$ cat src/rtl/ctrl_pkg.sv
// Shared constants for the multicycle control unit:
// opcodes, ALU operation encodings and FSM states.
package ctrl_pkg;

    localparam logic [6:0] OP_R     = 7'b0110011;
    localparam logic [6:0] OP_I     = 7'b0010011;
    localparam logic [6:0] OP_BEQ   = 7'b1100011;
    localparam logic [6:0] OP_JAL   = 7'b1101111;
    localparam logic [6:0] OP_LOAD  = 7'b0000011;
    localparam logic [6:0] OP_STORE = 7'b0100011;

    localparam logic [1:0] ALU_ADD   = 2'b00;
    localparam logic [1:0] ALU_SUB   = 2'b01;
    localparam logic [1:0] ALU_RTYPE = 2'b10;

    typedef enum logic [2:0] {
        S_FETCH,
        S_DECODE,
        S_EXEC,
        S_MEM,
        S_WB,
        S_ERROR
    } state_t;

    function automatic logic op_legal(input logic [6:0] op);
        logic ok;
        ok = 1'b0;
        case (op)
            OP_R, OP_I, OP_BEQ, OP_JAL, OP_LOAD, OP_STORE: ok = 1'b1;
            default: ok = 1'b0;
        endcase
        return ok;
    endfunction

endpackage

$ cat src/rtl/wait_timer.sv
// Counts cycles a memory request waits for its ack;
// expired flags that the wait limit has been reached.
module wait_timer #(
    parameter int WAIT_MAX = 15
) (
    input  logic clk,
    input  logic rst,
    input  logic clear,
    input  logic run,
    input  logic ack,
    output logic expired
);

    logic [7:0] cnt_q;
    logic [7:0] cnt_d;

    assign expired = (cnt_q == 8'(WAIT_MAX));

    // Clear when idle or acked; count unanswered request cycles, saturating.
    always_comb begin
        cnt_d = cnt_q;
        if (clear) begin
            cnt_d = '0;
        end else if (run && !ack && !expired) begin
            cnt_d = cnt_q + 8'd1;
        end
    end

    // Counter register.
    always_ff @(posedge clk) begin
        if (rst) begin
            cnt_q <= '0;
        end else begin
            cnt_q <= cnt_d;
        end
    end

endmodule

$ cat src/rtl/multicycle_control_unit.sv
// Multicycle RISC-V control FSM: FETCH/DECODE/EXEC/MEM/WB with
// memory wait timeout, illegal-opcode retire and retired-instr counter.
module multicycle_control_unit
    import ctrl_pkg::*;
#(
    parameter int WAIT_MAX = 15,
    parameter int CNT_W    = 32
) (
    input  logic             clk,
    input  logic             rst,
    input  logic [6:0]       opcode,
    input  logic             branchtaken,
    input  logic             imem_ack,
    input  logic             dmem_ack,
    output logic             imem_req,
    output logic             dmem_req,
    output logic             ir_write,
    output logic             pc_write,
    output logic [1:0]       alu_op,
    output logic             alu_src,
    output logic             mem_read,
    output logic             mem_write,
    output logic             mem_2_reg,
    output logic             reg_write,
    output logic             branch,
    output logic             jump,
    output logic             illegal_op,
    output logic             err,
    output logic [CNT_W-1:0] instr_count
);

    state_t           state_q, state_d;
    logic [6:0]       opcode_q, opcode_d;
    logic             err_q, err_d;
    logic [CNT_W-1:0] cnt_q, cnt_d;

    logic       imem_req_c, dmem_req_c, ir_write_c, pc_write_c;
    logic [1:0] alu_op_c;
    logic       alu_src_c, mem_read_c, mem_write_c, mem_2_reg_c;
    logic       reg_write_c, branch_c, jump_c, illegal_c;

    logic t_run, t_ack, t_clear, t_expired;

    assign t_run   = imem_req_c | dmem_req_c;
    assign t_ack   = (state_q == S_FETCH) ? imem_ack : dmem_ack;
    assign t_clear = !t_run || t_ack;

    wait_timer #(
        .WAIT_MAX(WAIT_MAX)
    ) u_timer (
        .clk    (clk),
        .rst    (rst),
        .clear  (t_clear),
        .run    (t_run),
        .ack    (t_ack),
        .expired(t_expired)
    );

    // Next-state and control decode from state, latched opcode and acks.
    always_comb begin
        state_d     = state_q;
        opcode_d    = opcode_q;
        imem_req_c  = 1'b0;
        dmem_req_c  = 1'b0;
        ir_write_c  = 1'b0;
        pc_write_c  = 1'b0;
        alu_op_c    = ALU_ADD;
        alu_src_c   = 1'b0;
        mem_read_c  = 1'b0;
        mem_write_c = 1'b0;
        mem_2_reg_c = 1'b0;
        reg_write_c = 1'b0;
        branch_c    = 1'b0;
        jump_c      = 1'b0;
        illegal_c   = 1'b0;
        unique case (state_q)
            S_FETCH: begin
                imem_req_c = 1'b1;
                if (imem_ack) begin
                    ir_write_c = 1'b1;
                    state_d    = S_DECODE;
                end else if (t_expired) begin
                    state_d = S_ERROR;
                end
            end
            S_DECODE: begin
                opcode_d = opcode;
                if (op_legal(opcode)) begin
                    state_d = S_EXEC;
                end else begin
                    illegal_c  = 1'b1;
                    pc_write_c = 1'b1;
                    state_d    = S_FETCH;
                end
            end
            S_EXEC: begin
                case (opcode_q)
                    OP_R: begin
                        alu_op_c = ALU_RTYPE;
                        state_d  = S_WB;
                    end
                    OP_I: begin
                        alu_src_c = 1'b1;
                        state_d   = S_WB;
                    end
                    OP_LOAD, OP_STORE: begin
                        alu_src_c = 1'b1;
                        state_d   = S_MEM;
                    end
                    OP_BEQ: begin
                        alu_op_c   = ALU_SUB;
                        branch_c   = branchtaken;
                        pc_write_c = 1'b1;
                        state_d    = S_FETCH;
                    end
                    OP_JAL: begin
                        jump_c     = 1'b1;
                        pc_write_c = 1'b1;
                        state_d    = S_FETCH;
                    end
                    default: state_d = S_FETCH;
                endcase
            end
            S_MEM: begin
                dmem_req_c  = 1'b1;
                mem_read_c  = (opcode_q == OP_LOAD);
                mem_write_c = (opcode_q == OP_STORE);
                if (dmem_ack) begin
                    if (opcode_q == OP_LOAD) begin
                        state_d = S_WB;
                    end else begin
                        pc_write_c = 1'b1;
                        state_d    = S_FETCH;
                    end
                end else if (t_expired) begin
                    state_d = S_ERROR;
                end
            end
            S_WB: begin
                reg_write_c = 1'b1;
                mem_2_reg_c = (opcode_q == OP_LOAD);
                pc_write_c  = 1'b1;
                state_d     = S_FETCH;
            end
            S_ERROR: state_d = S_ERROR;
            default: state_d = S_FETCH;
        endcase
    end

    // Sticky error flag and retired-instruction counter.
    always_comb begin
        err_d = err_q | (state_d == S_ERROR);
        cnt_d = cnt_q;
        if (pc_write_c) begin
            cnt_d = cnt_q + CNT_W'(1);
        end
    end

    // State registers with synchronous reset.
    always_ff @(posedge clk) begin
        if (rst) begin
            state_q  <= S_FETCH;
            opcode_q <= '0;
            err_q    <= 1'b0;
            cnt_q    <= '0;
        end else begin
            state_q  <= state_d;
            opcode_q <= opcode_d;
            err_q    <= err_d;
            cnt_q    <= cnt_d;
        end
    end

    assign imem_req    = imem_req_c  & ~rst;
    assign dmem_req    = dmem_req_c  & ~rst;
    assign ir_write    = ir_write_c  & ~rst;
    assign pc_write    = pc_write_c  & ~rst;
    assign alu_op      = rst ? 2'b00 : alu_op_c;
    assign alu_src     = alu_src_c   & ~rst;
    assign mem_read    = mem_read_c  & ~rst;
    assign mem_write   = mem_write_c & ~rst;
    assign mem_2_reg   = mem_2_reg_c & ~rst;
    assign reg_write   = reg_write_c & ~rst;
    assign branch      = branch_c    & ~rst;
    assign jump        = jump_c      & ~rst;
    assign illegal_op  = illegal_c   & ~rst;
    assign err         = err_q       & ~rst;
    assign instr_count = rst ? '0 : cnt_q;

endmodule

$ cat config.mk
export PLATFORM = sky130hd
export DESIGN_NAME = multicycle_control_unit
export DESIGN_NICKNAME = d
export VERILOG_FILES = /design/src/rtl/ctrl_pkg.sv /design/src/rtl/wait_timer.sv /design/src/rtl/multicycle_control_unit.sv
export SDC_FILE = /design/constraint.sdc
export NUM_CORES = 1
export LEC_CHECK = 0
export CAP_MARGIN = 25
export CORE_MARGIN = 1
export CORE_UTILIZATION = 45
export CTS_CLUSTER_DIAMETER = 200
export DETAILED_ROUTE_END_ITERATION = 8
export GPL_TIMING_DRIVEN = 0
export PLACE_DENSITY = 0.72
export SLEW_MARGIN = 20
export SYNTH_ARGS = -nofsm -noshare
export SYNTH_HDL_FRONTEND = slang
export SYNTH_SLANG_ARGS = --single-unit
$ cat constraint.sdc
create_clock -name clk -period 7.12 [get_ports clk]
set_clock_uncertainty 0.05 [all_clocks]
set_input_delay 2.136 -clock clk [delete_from_list [all_inputs] [get_ports clk]]
set_output_delay 2.136 -clock clk [all_outputs]
set_load 0.02 [all_outputs]
## Yosys cells after proc, flatten, opt, wreduce, memory -nomap -nowiden

Cells that the tools add are included.

- Register bits after elaboration: 51
- Input port bits: 12
- Output and inout bits: 47

- Bitwise logic cells: 16
- Reduce and logical (&&, ||, !) cells: 13
- Eq/ne operators: 19
- Add/sub/neg operators: 2
- Muxes and demuxes: 34

Operators with widths:

| operator | number |
|---|---|
| 32-bit by 1-bit adder with 32-bit output, second input constant | 1 |
| 32-bit 2-to-1 mux | 1 |
| 7-bit by 6-bit == test with 1-bit output, second input constant | 4 |
| 7-bit == test, second input constant | 4 |
| 1-bit 2-to-1 mux | 22 |
| 3-bit case mux with 5 select lines | 1 |
| 7-bit by 2-bit == test with 1-bit output, second input constant | 2 |
| 7-bit by 5-bit == test with 1-bit output, second input constant | 2 |
| 1-bit bitwise AND | 13 |
| 3-bit 2-to-1 mux | 4 |
| 3-bit == test, second input constant | 3 |
| 8-bit by 1-bit adder with 8-bit output, second input constant | 1 |
| 8-bit by 4-bit == test with 1-bit output, second input constant | 1 |
| 2-bit OR reduction | 4 |
| 3-bit by 2-bit == test with 1-bit output, second input constant | 2 |
| 2-bit 2-to-1 mux | 3 |
| 3-bit case mux with 2 select lines | 1 |
| 6-bit OR reduction | 1 |
| 1-bit case mux with 4 select lines | 1 |
| 2-bit case mux with 2 select lines | 1 |
| 3-bit by 1-bit == test with 1-bit output, second input constant | 1 |
| 1-bit logical NOT | 3 |
| 3-bit logical NOT | 1 |
| 3-bit OR reduction | 1 |
| 4 further kinds | 6 |

## Depth between registers and ports, before layout

Gate-level depths: netlist (run 1).

- Word-level depth: 8
- Mapped depth: 9
- Gate-level depth less buffers: 6

## Modules after synthesis

Synthesis (run 1) repeated with hierarchy kept, for this count alone.

- Cell total of the unflattened synthesis: 370
- Area total of the unflattened synthesis: 2960.3 µm²

Modules (own cells, without submodules):

| module | area an instance (µm²) | times used | cells each | seq. area each (µm²) |
|---|---|---|---|---|
| multicycle_control_unit | 2512.4 | 1 | 325 | 860.8 |
| wait_timer | 447.9 | 1 | 45 | 160.2 |

## Least setup slack after synthesis (run 1)

No wires, ideal clock.

- Path type: in2out
- Start point: input port rst
- End point: output port ir_write
- Data arrival time: 3.519 ns
- Cell stages on the path: 4
- Buffers on the path: 2
- Path slack: 1.415 ns
- Cells stage by stage: clkbuf_1 -> clkbuf_1 -> nor4_1 -> and2_1

- Longest elaborated chain between the ends: 2

Ends and longest elaborated chain:

| what | line | text |
|---|---|---|
| from (decl) | multicycle_control_unit.sv:10 | `input logic rst,` |
| 1-bit NOT | multicycle_control_unit.sv:176 | `assign ir_write = ir_write_c & ~rst;` |
| 1-bit bitwise AND | multicycle_control_unit.sv:176 |  |
| to (decl) | multicycle_control_unit.sv:17 | `output logic ir_write,` |

No other way between the ends.

## Final worst setup path (run 1)

- Start point: input port opcode[2]
- End point: output port pc_write

- Longest elaborated chain between the ends: 7

Ends and longest elaborated chain:

| what | line | text |
|---|---|---|
| from (decl) | multicycle_control_unit.sv:11 | `input logic [6:0] opcode,` |
| 7-bit by 6-bit == test with 1-bit output, or another cell as far along | ctrl_pkg.sv:28 | `case (op)` |
| 6-bit OR reduction (*) | ctrl_pkg.sv:28 |  |
| 1-bit 2-to-1 mux (*) | ctrl_pkg.sv:28 |  |
| 1-bit 2-to-1 mux (*) | multicycle_control_unit.sv:76 | `unique case (state_q)` |
| 1-bit 2-to-1 mux (*) | multicycle_control_unit.sv:88 | `if (op_legal(opcode)) begin` |
| 1-bit case mux with 4 select lines (*) | multicycle_control_unit.sv:76 |  |
| 1-bit bitwise AND (*) | multicycle_control_unit.sv:177 | `assign pc_write = pc_write_c & ~rst;` |
| to (decl) | multicycle_control_unit.sv:18 | `output logic pc_write,` |

Mark *: on every way between the ends. The rest lies on a longest branch, timed or not. The select of a mux whose other input is x is not followed.

==> run_results.csv, run 1 <==
group,metric,value,unit
status,outcome,"finished clean",
cells_and_area,final_util,0.601,
worst_setup_path,cp-start-kind,"input port",
synthesis,synth_cell_types,47,
floorplan,fp.dieW,80.9,µm
worst_setup_path,worstSetupPathType,"in2out",
cts,cts_setup_buffers,0,
min_path,hold_path_class,"reg2reg",
synthesis,synthFlopType,"dfxtp_1",
cells_and_area,diodes,0,
global_route,grt_pass1_vias,2357,
floorplan,num_rows,28,
pwr,power.total,540,µW
global_route,gr-usage-met1,0.271,
sta,max_freq,146,MHz
place,place_worst_setup_slack,299,ps
cts,clock_latency,310,ps
worst_setup_path,endpoint_kind,"output pin",
detailed_routing,ant_nets,0,
pwr,powerDensity,151,mW/mm²
sta,hold_violations,0,
sta,rsz0062_at_grt,"no",
worst_setup_path,crit_arrival,4650,ps
worst_setup_path,r2r_start,"state_q[1]",
floorplan,die-area,0.00654,mm²
global_route,met3_usage,0.0348,
global_route,grt_overflow,0,
worst_setup_path,r2r.worst_path.cells,7,
sta,max_slew_margin,0.555,
global_route,grt_use_met2,0.354,
cts,cts_max_level,2,
worst_setup_path,crit_fanout,10,
synthesis,ys_seq_elements,51,
cts,ctsHoldBuffers,0,
sta,worstMarginPinSlew,665,ps
sta,min_period,6830,ps
cts,clockBufferDepth,2,
synthesis,synthCells,353,
detailed_routing,vias,2671,
place,gp_congestion,0.859,
cts,cts.sinks,51,
global_route,antenna_found_initial,0,
global_route,top_usage_layer,"met2",
cts,clk_pin_slew,90,ps
detailed_routing,viasPerCell,5.42,
synthesis,seq_area_frac_synth,0.364,
sta,setup_slack,289,ps
floorplan,start_util,0.470,
detailed_routing,wl,6.54,mm
cells_and_area,final_nets,431,
synthesis,yosysWarnings,0,
detailed_routing,drc,0,
detailed_routing,drt_pass1_iterations,4,
cts,cts_buffers,5,
cells_and_area,nFillCells,575,
sta,period_share,0.959,
detailed_routing,drt_iter0_drc,130,
min_path,hold_depth,2,
sta,finalSetupTns,0,ps
min_path,min-delay-start,"opcode_q[1]",
sta,fin_hold_ws,428,ps
floorplan,die_h,80.9,µm
cts,cts_tree,"yes",
pwr,p_leak,1.22,nW
cells_and_area,drive_above_1_share,0.0526,
synthesis,synth.net_count,367,
worst_setup_path,cp.required,4930,ps
floorplan,core-area,0.00596,mm²
run,drv_cap,0,
cells_and_area,multiInputGateArea,0.00167,mm²
cts,cts-root-buf,"clkbuf_8",
global_route,grt_pass1_wl,10.6,mm
detailed_routing,wl_per_cell,13.3,µm
synthesis,syn_area_per_cell,7.94,µm²
cts,cts_resized,0,
synthesis,synth_enable_flop_cells,0,
global_route,grtUsageTotal,0.209,
sta,setup_violations,0,
sta,slew_violations,0,
cells_and_area,regArea,0.00102,mm²
place,dp_hpwl,4.74,mm
global_route,grt_max_degree,17,
synthesis,syn_area,0.00280,mm²
floorplan,io_pins,59,
pwr,ir_drop,0.114,mV
synthesis,synth_async_sr_flop_share,0,
cells_and_area,syn_to_final_growth,27.7,%
place,port_buffers,57,
worst_setup_path,cp-startpoint,"opcode[2]",
-- cells in the final DEF (no fill, tap or decap), types with 3 or more instances in the layout --
cell / Yosys / final
nand4_1: 6 / 6
nor2b_1: 35 / 35
mux2i_1: 3 / 3
clkdlybuf4s50_1: 0 / 57
and4_1: 3 / 3
dfxtp_1: 51 / 51
mux2_2: 3 / 3
inv_1: 5 / 5
nand3b_1: 3 / 3
or3_1: 13 / 13
nand3_1: 9 / 9
buf_2: 4 / 4
o21ai_0: 15 / 15
nand2_1: 33 / 33
nor2_1: 45 / 45
clkbuf_8: 0 / 5
xnor2_1: 3 / 3
clkbuf_1: 14 / 14
and3_1: 6 / 6
and2_1: 6 / 6
nor3_1: 7 / 7
o2111ai_1: 10 / 10
xor2_1: 21 / 21
a21oi_1: 22 / 22
o211ai_1: 5 / 5
-- synth_stat cells, types with 3 or more instances --
| cell type | instances | area, µm² |
|---|---|---|
| inv_1 | 5 | 18.8 |
| and2_1 | 6 | 37.5 |
| and4_1 | 3 | 26.3 |
| nand3_1 | 9 | 45.0 |
| mux2i_1 | 3 | 30.0 |
| and3_1 | 6 | 37.5 |
| clkbuf_1 | 14 | 52.6 |
| nor2_1 | 45 | 169 |
| xor2_1 | 21 | 184 |
| o2111ai_1 | 10 | 87.6 |
| nor2b_1 | 35 | 219 |
| mux2_2 | 3 | 33.8 |
| buf_2 | 4 | 20.0 |
| a21oi_1 | 22 | 110 |
| nor3_1 | 7 | 35.0 |
| nand2_1 | 33 | 124 |
| o211ai_1 | 5 | 37.5 |
| o21ai_0 | 15 | 75.1 |
| dfxtp_1 | 51 | 1020 |
| xnor2_1 | 3 | 26.3 |
| nand4_1 | 6 | 37.5 |
| nand3b_1 | 3 | 22.5 |
| or3_1 | 13 | 81.3 |
-- sequential cells by signal, indices dropped and copies added (netlist names) --
register	cells
state_q	3
err_q	1
u_timer.cnt_q	8
cnt_q	32
opcode_q	7
-- routing by layer --
| metal | up-vias | routed length [µm] |
|---|---|---|
| met5 | - | 0 |
| met4 | 0 | 70 |
| met3 | 7 | 334 |
| met2 | 67 | 3060 |
| met1 | 1239 | 3070 |
| li1 | 1358 | - |
-- power breakdown --
group	internal [mW]	switching [mW]	leakage (nW)	total, mW
registers	0.289	0.00350	0.412	0.292
clock network	0.105	0.0994	0.0581	0.204
logic	0.0176	0.0262	0.753	0.0438
-- metrics by stage --
stage | std cells | cell area [µm²]
2_1_floorplan | 353 | 2800
3_3_place_gp | 485 | 3470
3_5_place_dp | 485 | 3470
4_1_cts | 493 | 3580
5_1_grt | 493 | 3580
6_report | 493 | 3580
-- final timing paths --
check	end	slack [ps]
max	pc_write	290
min	opcode_q[1]	430
min reg2reg	opcode_q[1]	430
max reg2reg	cnt_q[31]	4680
-- kinds of logic (layout without fill, tap and decap cells) --
family / count (synthesis) / after routing / share of synthesized area
AOI/OAI and AO/OA: 62 / 62 / 0.145
DFF: 51 / 51 / 0.364
and+or+nand+nor: 182 / 182 / 0.344
xor gates and xnor gates: 24 / 24 / 0.0750
buffers and inverters: 26 / 91 / 0.0393
muxes: 6 / 6 / 0.0228
adders and majority gates: 2 / 2 / 0.00893
-- area by class of cell --
type | count | share of cell area
tap | 75 | 0.0262
multi-input combinational | 276 | 0.467
clock buffer | 5 | 0.0192
clock inverter | 3 | 0.0122
inverter | 5 | 0.00524
buffer | 21 | 0.0255
timing repair buffer | 57 | 0.159
sequential | 51 | 0.285
-- critical path, cell delays in order --
cell and delay (ps):
clkdlybuf4s50_1 430, or2_2 310, a221oi_2 470, o22ai_4 200, nor2_1 230, buf_2 250, nor2_1 50, clkdlybuf4s50_1 550
Note: power is estimated with default switching activity, not from simulation.
==> inputs of run 2 (changes only) <==
Settings changed: ABC_AREA set to 1, PLACE_DENSITY 0.72 to 0.7.
==> run 2 against run 1 <==
  * Flip-flop and latch count is the same
  * Wire length rose by 42%
  * Via count is 38% higher
  * Highest routed layer unchanged
  * Critical endpoint is now instr_count[30]
  * Largest power group unchanged
  * Hold slack got worse by 2.0 ps
  * Global-route usage is 4.0 points higher
  * Count of clock-buffer cells in the layout increased by 1
  * Sequential power grew 2%
  * Fmax rose by 8.0%
  * Largest cell class unchanged
==> run_results.csv, run 2 <==
group,metric,value,unit
status,outcome,"finished clean",
sta,setup_violations,0,
detailed_routing,drt_iter0_drc,237,
synthesis,synth_async_sr_flop_share,0,
synthesis,synthCells,589,
sta,max_slew_margin,0.532,
worst_setup_path,timing.rr.end,"cnt_q[28]",
place,placed_cell_area,0.00414,mm²
synthesis,synthTopCellsByArea,"dfxtp_1, nand2_1, nor2_1",
global_route,grt_max_degree,16,
place,port_buffers,57,
detailed_routing,viasPerCell,4.89,
cells_and_area,final_nets,667,
min_path,min-delay-start,"err_q",
floorplan,num_rows,31,
place,gp_congestion,0.924,
cells_and_area,reg_top3,"cnt_q: 32 flops, u_timer.cnt_q: 8 flops, opcode_q: 7 flops",
sta,period_share,0.889,
detailed_routing,wl_per_cell,12.3,µm
worst_setup_path,cp-start-kind,"input port",
cts,clock_latency,310,ps
floorplan,core-area,0.00733,mm²
sta,finalSetupTns,0,ps
cts,cts_buffers,5,
global_route,grt_pass1_vias,3190,
place,dp_hpwl,7.36,mm
worst_setup_path,r2r.worst_path.cells,10,
cts,ctsHoldBuffers,0,
worst_setup_path,crit_fanout,10,
global_route,antenna_found_initial,0,
synthesis,synth_common_cells,"nand2_1, nor2_1, inv_1",
worst_setup_path,endpoint_kind,"output pin",
cts,clk_pin_slew,90,ps
cts,cts_setup_buffers,0,
sta,slew_violations,0,
synthesis,yosysWarnings,0,
synthesis,synth_cell_types,27,
sta,worstMarginPinSlew,702,ps
worst_setup_path,r2r_start,"cnt_q[0]",
sta,rsz0062_at_grt,"no",
cts,clockBufferDepth,2,
cells_and_area,fin_area,0.00426,mm²
floorplan,io_pins,59,
synthesis,seq_area_frac_synth,0.296,
floorplan,start_util,0.470,
synthesis,synth.net_count,603,
synthesis,synth.top_cell.area_share,0.296,
worst_setup_path,r2r_setup_slack,5140,ps
pwr,ir_drop,0.0976,mV
cts,cts-root-buf,"clkbuf_8",
min_path,hold_path_class,"reg2reg",
cells_and_area,layout_common_cells,"nand2_1, nor2_1, inv_1",
detailed_routing,vias,3683,
synthesis,syn_area,0.00345,mm²
sta,max_freq,158,MHz
worst_setup_path,worstSetupPathType,"in2out",
worst_setup_path,slowest_stage,"clkdlybuf4s50_1",
global_route,grtUsageTotal,0.250,
pwr,powerDensity,138,mW/mm²
worst_setup_path,cp_slowest_stage_delay,560,ps
worst_setup_path,path_cells,"clkbuf_1 > clkbuf_1 > clkbuf_1 > nor2_1 > clkdlybuf4s50_1",
detailed_routing,ant_nets,0,
run,drv_cap,0,
synthesis,synth_most_common_cell,"nand2_1",
cts,cts.sinks,51,
cells_and_area,drive_above_1_share,0.0688,
cts,cts_tree,"yes",
cells_and_area,final_common_cell,"nand2_1",
floorplan,die-area,0.00801,mm²
cells_and_area,diodes,0,
sta,min_period,6330,ps
cells_and_area,final_util,0.581,
detailed_routing,wl,9.29,mm
worst_setup_path,cp.required,4930,ps
cells_and_area,largest_reg_flops,32,
cts,cts_resized,0,
floorplan,die_h,89.5,µm
pwr,p_leak,1.60,nW
synthesis,synthFlopType,"dfxtp_1",
cts,cts_max_level,2,
cells_and_area,regMostFlops,"cnt_q",
worst_setup_path,crit_path_frequent_cell,"clkbuf_1",
synthesis,ys_seq_elements,51,
synthesis,synth_top_area_cell,"dfxtp_1",
cells_and_area,syn_to_final_growth,23.6,%
detailed_routing,drc,0,
global_route,grt_pass1_wl,15.3,mm
floorplan,fp.dieW,89.5,µm
min_path,hold_depth,2,
synthesis,synth_enable_flop_cells,0,
sta,hold_violations,0,
min_path,holdPathEnd,"err_q",
detailed_routing,drt_pass1_iterations,5,
global_route,grt_overflow,0,
worst_setup_path,crit_arrival,4140,ps
synthesis,syn_area_per_cell,5.85,µm²
==> run 2: area by class of cell <==
cell class	count	area, µm²
tap	99	124
multi-input combinational	451	2060
sequential	51	1020
inverter	72	270
clock inverter	2	35.0
fill	741	3070
timing repair buffer	57	571
buffer	15	91.3
clock buffer	6	82.6
==> run 2: where the power goes <==
part / switching, mW / internal [mW] / leakage, nW
registers: 0.00579 / 0.291 / 0.413
logic: 0.0486 / 0.0258 / 1.13
clock network: 0.103 / 0.114 / 0.0612
==> run 2: worst max path at each step <==
stage                     from               to  slack (ps)  cells past startpoint
after floorplan            rst        mem_write        1720                      4
after global placement     rst  instr_count[22]         770                      5
after detailed placement   rst  instr_count[25]         780                      5
after CTS                  rst  instr_count[25]         780                      5
after global routing       rst  instr_count[21]         630                      5
final                      rst  instr_count[30]         790                      5
==> run 2: kinds of logic (layout without fill, tap and decap cells) <==
family	Yosys count	after routing	share of synthesized area
DFF	51	51	0.296
AOI/OAI and AO/OA	62	62	0.107
xor gates and xnor gates	19	19	0.0483
buffers and inverters	87	152	0.105
and+or+nand+nor	368	368	0.436
adders and majority gates	2	2	0.00726
==> run 2: worst max-delay path, delay by kind of cell <==
kind                   cells  cell delay [ps]
buffers and inverters      4             1880
and+or+nand+nor            1              120
==> run 2: per-stage QoR <==
step / worst slack, ps / power, mW / instances / hold WS [ps]
4_1_cts: 775 / 0.589 / 753 / 429
2_1_floorplan: 1720 / 0.351 / 589 / 371
3_5_place_dp: 779 / 0.378 / 745 / 405
3_3_place_gp: 772 / 0.377 / 745 / 400
6_report: 793 / 0.588 / 753 / 426
5_1_grt: 631 / 0.610 / 753 / 474
==> run 2: per-layer routing <==
metal / wire [µm] / global-route usage
met5: 0 / 0
met1: 4620 / 0.357
met4: 72 / 0.0433
met3: 489 / 0.0332
met2: 4120 / 0.405
==> inputs of run 3 (changes only) <==
Settings changed: ABC_AREA 1 to not set, PLACE_DENSITY 0.7 to 0.72, SKIP_LAST_GASP set to 1.
==> results of run 3 <==
Final layout, timing and power as in run 1 (identical DEF).
